### config.mk
export PLATFORM = sky130hd
export DESIGN_NAME = iec_host_tx
export DESIGN_NICKNAME = d
export VERILOG_FILES = /design/src/rtl/iec_host_tx.sv
export SDC_FILE = /design/constraint.sdc
export NUM_CORES = 1
export LEC_CHECK = 0
export CORE_AREA = 2 2 90 92
export CTS_CLUSTER_DIAMETER = 40
export DETAILED_ROUTE_END_ITERATION = 6
export DIE_AREA = 0 0 92 94
export GPL_ROUTABILITY_DRIVEN = 0
export PLACE_DENSITY = 0.61
export SYNTH_ARGS = -nofsm -noshare
export SYNTH_HDL_FRONTEND = slang
export SYNTH_SLANG_ARGS = --single-unit
### constraint.sdc
create_clock -name clk -period 4.6 [get_ports clk]
set_input_delay 0.92 -clock clk [delete_from_list [all_inputs] [get_ports clk]]
set_output_delay 0.92 -clock clk [all_outputs]
set_load 0.01 [all_outputs]
### src/rtl/iec_host_tx.sv
// iec_host_tx: IEC serial bus talker/controller. Sends one byte per request on
// ATN/CLK/DATA (open-collector, 1 = released), optionally under ATN and with the
// EOI handshake, and reports the outcome on status with a one-clk done pulse.
module iec_host_tx #(
    parameter int CE_PER_US  = 16,
    parameter int T_BIT_US   = 60,
    parameter int T_ACK_US   = 1000,
    parameter int T_EOI_US   = 250,
    parameter int T_READY_US = 10000
) (
    input  logic       clk,
    input  logic       reset_n,
    input  logic       ce,
    input  logic [7:0] tx_data,
    input  logic       tx_atn,
    input  logic       tx_eoi,
    input  logic       tx_valid,
    output logic       tx_ready,
    output logic       done,
    output logic [1:0] status,
    output logic       iec_atn_o,
    output logic       iec_clk_o,
    output logic       iec_data_o,
    input  logic       iec_clk_i,
    input  logic       iec_data_i
);

    localparam int PRE_W = (CE_PER_US > 1) ? $clog2(CE_PER_US) : 1;

    localparam logic [13:0] US_MAX  = 14'h3FFF;
    localparam logic [13:0] L_BIT   = 14'(T_BIT_US);
    localparam logic [13:0] L_ACK   = 14'(T_ACK_US);
    localparam logic [13:0] L_EOI   = 14'(T_EOI_US + T_ACK_US);
    localparam logic [13:0] L_READY = 14'(T_READY_US);

    localparam logic [1:0] ST_OK      = 2'b00;
    localparam logic [1:0] ST_NODEV   = 2'b01;
    localparam logic [1:0] ST_NOACK   = 2'b10;
    localparam logic [1:0] ST_TIMEOUT = 2'b11;

    typedef enum logic [3:0] {
        S_IDLE, S_ATN_START, S_HOLD, S_READY, S_EOI_LOW, S_EOI_HIGH,
        S_BIT_LOW, S_BIT_HIGH, S_ACK_WAIT, S_FINISH
    } state_t;

    typedef struct packed {
        logic [7:0] data;
        logic       atn;
        logic       eoi;
    } tx_req_t;

    state_t           state, state_nxt;
    tx_req_t          req_q, req_nxt;
    logic [2:0]       bit_n, bit_nxt;
    logic [1:0]       status_q, status_nxt;
    logic             done_q;
    logic             atn_q, clk_q, data_q;
    logic             atn_d, clk_d, data_d;
    logic [1:0]       clk_sync, data_sync;
    logic             clk_s, data_s;
    logic [PRE_W-1:0] pre_cnt;
    logic [13:0]      us_cnt, us_inc;
    logic [1:0]       age;
    logic             entry, tick, settled;
    logic             exp_bit, exp_ack, exp_eoi, exp_rdy;

    assign tx_ready   = (state == S_IDLE);
    assign done       = done_q;
    assign status     = status_q;
    assign iec_atn_o  = atn_q;
    assign iec_clk_o  = clk_q;
    assign iec_data_o = data_q;

    assign clk_s   = clk_sync[1];
    assign data_s  = data_sync[1];
    assign entry   = (state_nxt != state);
    assign tick    = ce && (pre_cnt == PRE_W'(CE_PER_US - 1));
    // Bus inputs lag our own line changes by the synchroniser, so only trust
    // them once a state has been held long enough for that lag to flush.
    assign settled = (age == 2'd3);

    // Elapsed-µs value after the current tick: a phase expires on the tick
    // that brings it to the limit, so phase length is exactly limit µs.
    assign us_inc  = (us_cnt == US_MAX) ? us_cnt : us_cnt + 14'd1;
    assign exp_bit = tick && (us_inc >= L_BIT);
    assign exp_ack = tick && (us_inc >= L_ACK);
    assign exp_eoi = tick && (us_inc >= L_EOI);
    assign exp_rdy = tick && (us_inc >= L_READY);

    // Double-flop synchronisers for the wired-AND bus levels.
    always_ff @(posedge clk or negedge reset_n) begin
        if (!reset_n) begin
            clk_sync  <= 2'b11;
            data_sync <= 2'b11;
        end else begin
            clk_sync  <= {clk_sync[0], iec_clk_i};
            data_sync <= {data_sync[0], iec_data_i};
        end
    end

    // µs prescaler, µs counter and settle age; all restart on state entry so
    // every phase begins on a µs boundary.
    always_ff @(posedge clk or negedge reset_n) begin
        if (!reset_n) begin
            pre_cnt <= '0;
            us_cnt  <= '0;
            age     <= '0;
        end else if (entry) begin
            pre_cnt <= '0;
            us_cnt  <= '0;
            age     <= '0;
        end else begin
            if (ce) pre_cnt <= tick ? '0 : pre_cnt + PRE_W'(1);
            if (tick) us_cnt <= us_inc;
            if (!settled) age <= age + 2'd1;
        end
    end

    // State, request latch, bit index, status, done pulse and line drivers.
    always_ff @(posedge clk or negedge reset_n) begin
        if (!reset_n) begin
            state    <= S_IDLE;
            req_q    <= '0;
            bit_n    <= '0;
            status_q <= ST_OK;
            done_q   <= 1'b0;
            atn_q    <= 1'b1;
            clk_q    <= 1'b1;
            data_q   <= 1'b1;
        end else begin
            state    <= state_nxt;
            req_q    <= req_nxt;
            bit_n    <= bit_nxt;
            status_q <= status_nxt;
            done_q   <= (state == S_FINISH) && (state_nxt == S_IDLE);
            atn_q    <= atn_d;
            clk_q    <= clk_d;
            data_q   <= data_d;
        end
    end

    // Next-state logic; listener responses are checked before timeouts so an
    // edge arriving on the expiry tick still counts as success.
    always_comb begin
        state_nxt  = state;
        req_nxt    = req_q;
        bit_nxt    = bit_n;
        status_nxt = status_q;
        case (state)
            S_IDLE: if (tx_valid) begin
                req_nxt.data = tx_data;
                req_nxt.atn  = tx_atn;
                req_nxt.eoi  = tx_eoi;
                status_nxt   = ST_OK;
                bit_nxt      = 3'd0;
                state_nxt    = tx_atn ? S_ATN_START : S_HOLD;
            end
            S_ATN_START: begin
                if (settled && !data_s) state_nxt = S_READY;
                else if (exp_ack) begin
                    status_nxt = ST_NODEV;
                    state_nxt  = S_FINISH;
                end
            end
            S_HOLD: if (exp_bit) state_nxt = S_READY;
            // Bus CLK must also read released: nobody else may be holding it.
            S_READY: begin
                if (settled && data_s && clk_s) state_nxt = req_q.eoi ? S_EOI_LOW : S_BIT_LOW;
                else if (exp_rdy) begin
                    status_nxt = ST_TIMEOUT;
                    state_nxt  = S_FINISH;
                end
            end
            S_EOI_LOW: begin
                if (settled && !data_s) state_nxt = S_EOI_HIGH;
                else if (exp_eoi) begin
                    status_nxt = ST_NOACK;
                    state_nxt  = S_FINISH;
                end
            end
            S_EOI_HIGH: begin
                if (settled && data_s) state_nxt = S_BIT_LOW;
                else if (exp_eoi) begin
                    status_nxt = ST_NOACK;
                    state_nxt  = S_FINISH;
                end
            end
            S_BIT_LOW: if (exp_bit) state_nxt = S_BIT_HIGH;
            S_BIT_HIGH: if (exp_bit) begin
                if (bit_n == 3'd7) state_nxt = S_ACK_WAIT;
                else begin
                    bit_nxt   = bit_n + 3'd1;
                    state_nxt = S_BIT_LOW;
                end
            end
            S_ACK_WAIT: begin
                if (settled && !data_s) begin
                    status_nxt = ST_OK;
                    state_nxt  = S_FINISH;
                end else if (exp_ack) begin
                    status_nxt = ST_NOACK;
                    state_nxt  = S_FINISH;
                end
            end
            // A command byte keeps ATN asserted one bit time past the frame;
            // error paths that released the bus finish at once.
            S_FINISH: begin
                if (req_q.atn && !status_q[0]) begin
                    if (exp_bit) state_nxt = S_IDLE;
                end else begin
                    state_nxt = S_IDLE;
                end
            end
            default: state_nxt = S_IDLE;
        endcase
    end

    // Line levels for the state being entered; IDLE holds whatever was left
    // (CLK stays low between bytes) except that ATN is always let go.
    always_comb begin
        atn_d  = atn_q;
        clk_d  = clk_q;
        data_d = data_q;
        case (state_nxt)
            S_IDLE: if (state == S_FINISH) atn_d = 1'b1;
            S_ATN_START: begin
                atn_d  = 1'b0;
                clk_d  = 1'b0;
                data_d = 1'b1;
            end
            S_HOLD: begin
                clk_d  = 1'b0;
                data_d = 1'b1;
            end
            S_READY, S_EOI_LOW, S_EOI_HIGH: begin
                clk_d  = 1'b1;
                data_d = 1'b1;
            end
            S_BIT_LOW: begin
                clk_d  = 1'b0;
                data_d = req_q.data[bit_nxt];
            end
            S_BIT_HIGH: clk_d = 1'b1;
            S_ACK_WAIT: begin
                clk_d  = 1'b0;
                data_d = 1'b1;
            end
            S_FINISH: begin
                if (status_nxt[0]) begin
                    atn_d  = 1'b1;
                    clk_d  = 1'b1;
                    data_d = 1'b1;
                end else begin
                    clk_d  = 1'b0;
                    data_d = 1'b1;
                end
            end
            default: ;
        endcase
    end

endmodule

; ---- After elaboration in Yosys (flattened, before gate mapping)
; Cells that the tools add are included.
[totals]
regBits = 47
input_bits = 16
[op_classes]
muxes = 49
n_lt_le_gt_ge = 5
eq_ne = 34
addsub = 4
n_reduce_logical = 26
[ops]
columns = cell, count
row1 = $mux 4, 18
row2 = $mux 14, 3
row3 = $pmux 4 s10, 1
row4 = $eq 4x3->1 const B, 8
row5 = $mux 2, 14
row6 = $eq 4x4->1 const B, 5
row7 = $ne 2x2->1 const B, 10
row8 = $eq 4x2->1 const B, 4
row9 = $add 14x1->14 const B, 1
row10 = $eq 14x14->1 const B, 1
row11 = $ge 14x10->1 const B, 1
row12 = $ge 14x11->1 const B, 1
row13 = $ge 14x14->1 const B, 1
row14 = $ge 14x6->1 const B, 1
row15 = $pmux 2 s6, 1
row16 = $logic_and 1x1->1, 10
row17 = $mux 3, 3
row18 = $reduce_and 9->1, 1
row19 = $eq 4x1->1 const B, 2
row20 = $logic_not 4->1, 2
row21 = $reduce_or 4->1, 2
row22 = $reduce_or 7->1, 1
row23 = $pmux 1 s3, 2
row24 = $pmux 3 s2, 1
row25 = other kinds (17), 24

; ---- Logic depth before layout (Yosys ltp)
[depth]
depth_word = 10
ltp_mapped = 15

; ---- Worst setup path after synthesis
; No wires, ideal clock.
[synth_path]
path_kind = flip-flop to flip-flop
startpoint = register us_cnt[0]
endpoint = register pre_cnt[3]
setup_slack_ns = 1.116
arrival_ns = 3.403
period_less_slack_ns = 3.484
stages_incl_launch_ff = 14
setup_ns = 0.080
required_time_ns = 4.520
path_buffers = 1
path_cell_list = dfrtp_1 ha_1 nand4_1 nor4_2 or3_1 nand3_1 nor3_4 and2_1 nor2_1 a21boi_0 a21oi_1 or4b_4 buf_6 nor3_2
[synth_via]
elab_chain_cells = 9
word_cells_on_any_way = 28
[synth_lines]
columns = item, line
row1 = from (decl), 62  ; logic [13:0] us_cnt, us_inc;
row2 = from (signal assigned), 114  ; if (tick) us_cnt <= us_inc;
row3 = $add 14x1->14 / $eq 14x14->1 (equally long branches), 84  ; assign us_inc = (us_cnt == US_MAX) ? us_cnt : us_cnt + 14'd1;
row4 = $mux 14 (*), 84
row5 = $ge 14x6->1 (tied with other cells), 85  ; assign exp_bit = tick && (us_inc >= L_BIT);
row6 = $logic_and 1x1->1 (on tied branches), -
row7 = $mux 4 (on tied branches), -
row8 = $mux 4 (tied with other cells), 208  ; if (req_q.atn && !status_q[0]) begin
row9 = $pmux 4 s10 (*), 149  ; case (state)
row10 = $ne 4x4->1 (*), 76  ; assign entry = (state_nxt != state);
row11 = $mux 4 / $reduce_bool 2->1 (equally long branches), -
row12 = to (signal assigned), 113  ; if (ce) pre_cnt <= tick ? '0 : pre_cnt + PRE_W'(1);
row13 = to (decl), 61  ; logic [PRE_W-1:0] pre_cnt;
; Mark *: on every way between the ends. The rest lies on a longest branch, timed or not.
; A chain may end at the register's enable or synchronous reset.

; ---- Final worst setup path
[layout_path]
startpoint = register us_cnt[1]
endpoint = register us_cnt[8]
[layout_via]
elab_chain_cells = 9
word_cells_on_any_way = 29
[layout_lines]
columns = item, line
row1 = $add 14x1->14 / $eq 14x14->1 (equally long branches), 84
row2 = $mux 14 (*), 84
row3 = $ge 14x6->1 (tied with other cells), 85
row4 = $logic_and 1x1->1 (on tied branches), -
row5 = $mux 4 (on tied branches), -
row6 = $mux 4 (tied with other cells), 208
row7 = $pmux 4 s10, 149
row8 = $ne 4x4->1, 76
row9 = $mux 14 / $reduce_bool 2->1 (equally long branches), -
; Mark *: on every way between the ends. The rest lies on a longest branch, timed or not. The select of a mux whose other input is x is not followed.

==> summary.md <==
| Metric | Value |
|---|---|
| Status | `complete, no violations` |
| First-pass GRT wire length | `about 12000 um` |
| FFs w/ async S/R, synth | `100%` |
| Commonest non-fill, non-tap cell in the layout | `nand2_1` |
| Area leader, netlist | `dfrtp_1` |
| Crit path DAT | `between 4000 and 5000 ps` |
| Clock insertion delay at the later pin of the skew report | `~300 ps` |
| Internal power contribution | `roughly 0.81 mW` |
| Hold WC Path Type | `register to register` |
| Total GRT Usage | `between 10% and 20%` |
| Most frequent cells in the layout | `nand2_1, nor2_1, dfrtp_1` |
| Tot Pwr | `1.35 mW` |
| Final hold viol count | `0` |
| Largest family of logic cells by synthesized area | `simple AND/OR/NAND/NOR gates` |
| Routed WL per cell | `14.2 um` |
| CORE AREA | `approximately 7600 um^2` |
| Register area | `approximately 1200 um^2` |
| Mux share of post-synthesis cell area | `~4.3%` |
| Largest net degree at the start of global routing | `48` |
| TritonCTS Buffers | `5` |
| Clock group share of total power | `between 15 and 20%` |
| Syn Area/Cell | `just over 8 um^2` |
| Switching power | `approximately 0.55 mW` |
| Hold Buf Count CTS | `0` |
| Cell area after synthesis | `3000 um^2` |
| Relative slew slack | `between 30% and 40%` |
| Routed Wire Length | `6770 um` |
| Longest Clk Path Bufs | `2` |
| Critical path launch point type | `register` |
| Synth Net Count | `between 300 and 400` |
| CTS sink cnt | `47` |
| Critical Path Fanout Max | `20` |
| Via Count | `2588` |
| Max Fclk | `about 250 MHz` |
| Comb pwr share | `38.9%` |
| Post-CTS setup buffer count | `0` |
| Mapped Cells | `~360` |
| Buffers added on ports | `22` |
| Number of flops mapped to enable cells by yosys | `0` |
| Inserted Diodes | `0` |
| Fill cell count | `760` |
| Row Count | `32` |
| PostCTS Resize Cnt | `0` |
| Overflow after GRT | `0` |
| Layout Nets | `about 400` |
| Boundary Pins | `23` |
| Post-synth cell types | `58` |
| TritonRoute pass-1 iters | `5` |
| XOR/XNOR share of the synthesized area | `under 10%` |
| Synth-to-Final Area Change | `12.0%` |
| Worst path required time | `between 4000 and 5000 ps` |
| Final setup TNS | `0 ps` |
| PwrDens | `roughly 400 nW/um^2` |
| Layout cells sized above 1 | `8.56%` |
| Net Sw Frac | `between 40% and 50%` |
| Final Cycle Share | `88.1%` |
| Final setup vio count | `0` |
| Root buf cell | `clkbuf_8` |
| Top FF cell, synth | `dfrtp_1` |
| Max_cap viols | `0` |
| Vias in the first global route | `roughly 2400` |
| Synth top area share | `about a third` |
| Seq pwr share | `42.8%` |
| Setup Crit Path Kind | `register to register` |
| VDD IR-drop max | `about 0.16 mV` |
| Post-Synth Adder-Cell Area | `~1.7%` |
| Fin. max-slew vios | `0` |
| Multi-input logic area | `between 1500 and 2000 um^2` |
| Syn. warnings | `0` |
| Starting Density | `39.4%` |
| Synth top area cells | `dfrtp_1, nand2_1, dfstp_2` |
| CP endpoint kind | `register` |
| Final ANT Viol Nets | `0` |
| RSZ-0062 raised after global routing | `false` |
| H-tree depth | `2` |
| Period minus WS final | `just over 4000 ps` |
| Clk_skew | `between 6 and 7 ps` |
| Simple-gate share of the synthesized area | `29.7%` |
| Iter 0 DRT Violations | `240` |
| Compound-Gate Fraction of Synth Area | `15.0%` |
| Chip height | `about 94 um` |
| Die area | `slightly below 9000 um^2` |
| Transition time of the tightest slew-check pin | `1030 ps` |
| Yosys reg bits | `47` |
| Avg Vias per Cell | `roughly 5.4` |
| Die Span X | `about 92 um` |
| Post-synthesis sequential area ratio | `39.5%` |
| CTS tree | `done` |
| Clock slew at reported path FFs | `about 90 ps` |
| DRC Markers | `0` |
| Leak pwr | `roughly 1.4 nW` |
| Hpwl dp | `approximately 4900 um` |
| Initial antenna violation count | `0` |
## path summary, 6_finish.rpt
path	start	endpoint	slack, ps	depth (start not counted)
min in group asynchronous	reset_n	us_cnt[0]	800	1
worst max register to register	us_cnt[1]	us_cnt[8]	550	12
max in group asynchronous	reset_n	state[2]	3170	1
worst min-delay path	data_sync[0]	data_sync[1]	360	0
worst min register to register	data_sync[0]	data_sync[1]	360	0
worst max-delay path	us_cnt[1]	us_cnt[8]	550	12
## power groups by stage
stage,combinational (mW),sequential [mW],clock (mW)
6_report,0.528,0.580,0.247
5_1_grt,0.590,0.591,0.275
4_1_cts,0.531,0.579,0.257
3_5_place_dp,0.532,0.585,0
3_3_place_gp,0.524,0.585,0
2_1_floorplan,0.445,0.537,0
## cells by family after synthesis
group / count (synthesis)
AO/OA/AOI/OAI: 67
XOR/XNOR: 18
adder cells (fa/ha/maj): 4
buffers and inverters: 31
flip-flops: 47
multiplexers: 13
AND/OR/NAND/NOR: 181
## cell type report
| class | count | area share, % |
|---|---|---|
| inverter | 11 | 1.23 |
| clock buffer | 5 | 2.05 |
| sequential | 47 | 35.3 |
| multi-input combinational | 283 | 50.0 |
| tap | 102 | 3.80 |
| clock inverter | 3 | 0.596 |
| timing repair buffer | 25 | 7.08 |
## flip-flops by register name, indices dropped and copies added (netlist names), 2 cells and up
| signal | flops |
|---|---|
| bit_n | 3 |
| req_q | 10 |
| pre_cnt | 4 |
| data_sync | 2 |
| state | 4 |
| age | 2 |
| us_cnt | 14 |
| status | 2 |
| clk_sync | 2 |
## per-layer routing
metal  GRT usage, %  vias up  wire (um)
met5              0        -          0
met3           2.57        7        359
li1               -     1286          -
met4           3.98        0         68
met1           24.4     1214       3320
met2           26.1       81       3010
## cell usage after synthesis, types with 2 or more instances
| master | number |
|---|---|
| o22ai_1 | 3 |
| nand2b_1 | 5 |
| mux2i_1 | 13 |
| dfrtp_1 | 40 |
| nand4_1 | 3 |
| o21ai_0 | 11 |
| nand3_2 | 2 |
| a41oi_1 | 2 |
| nor3_2 | 3 |
| a21o_1 | 3 |
| buf_2 | 6 |
| o31ai_1 | 2 |
| nand2_1 | 64 |
| nand3_1 | 18 |
| xnor2_1 | 11 |
| and3_1 | 4 |
| a211o_1 | 2 |
| clkbuf_1 | 11 |
| and4_1 | 4 |
| or2_2 | 2 |
| nor3_1 | 14 |
| a31oi_1 | 4 |
| a211oi_1 | 3 |
| o211a_1 | 2 |
| or3_1 | 3 |
| nor4_1 | 5 |
| ha_1 | 4 |
| o211ai_1 | 2 |
| nor2_1 | 43 |
| xor2_1 | 7 |
| dfstp_2 | 7 |
| a21oi_1 | 21 |
| inv_1 | 10 |
| nor2b_1 | 3 |
## through the flow
stage / hold slack (ps) / area (um^2) / setup WS [ps] / std cells / utilization (%)
2_1_floorplan: 345 / 3000 / 1120 / 361 / -
3_3_place_gp: 346 / 3270 / 728 / 468 / 43.0
3_5_place_dp: 348 / 3270 / 553 / 468 / 43.0
4_1_cts: 360 / 3360 / 524 / 476 / 44.2
5_1_grt: 364 / 3360 / 158 / 476 / 44.2
6_report: 359 / 3360 / 547 / 476 / 44.2
## worst max-delay path, cell delays in order, from the launching register on
cell      delay, ps
dfrtp_1         410
ha_1            240
nand4_1         200
nor4_2          650
or3_1           200
nand3_1         160
nor3_4          280
and2_1          180
nor2_1           80
a21boi_0        550
a21oi_1         150
or4b_4          660
nor3_2          220
Note: power is estimated with default switching activity, not from simulation.
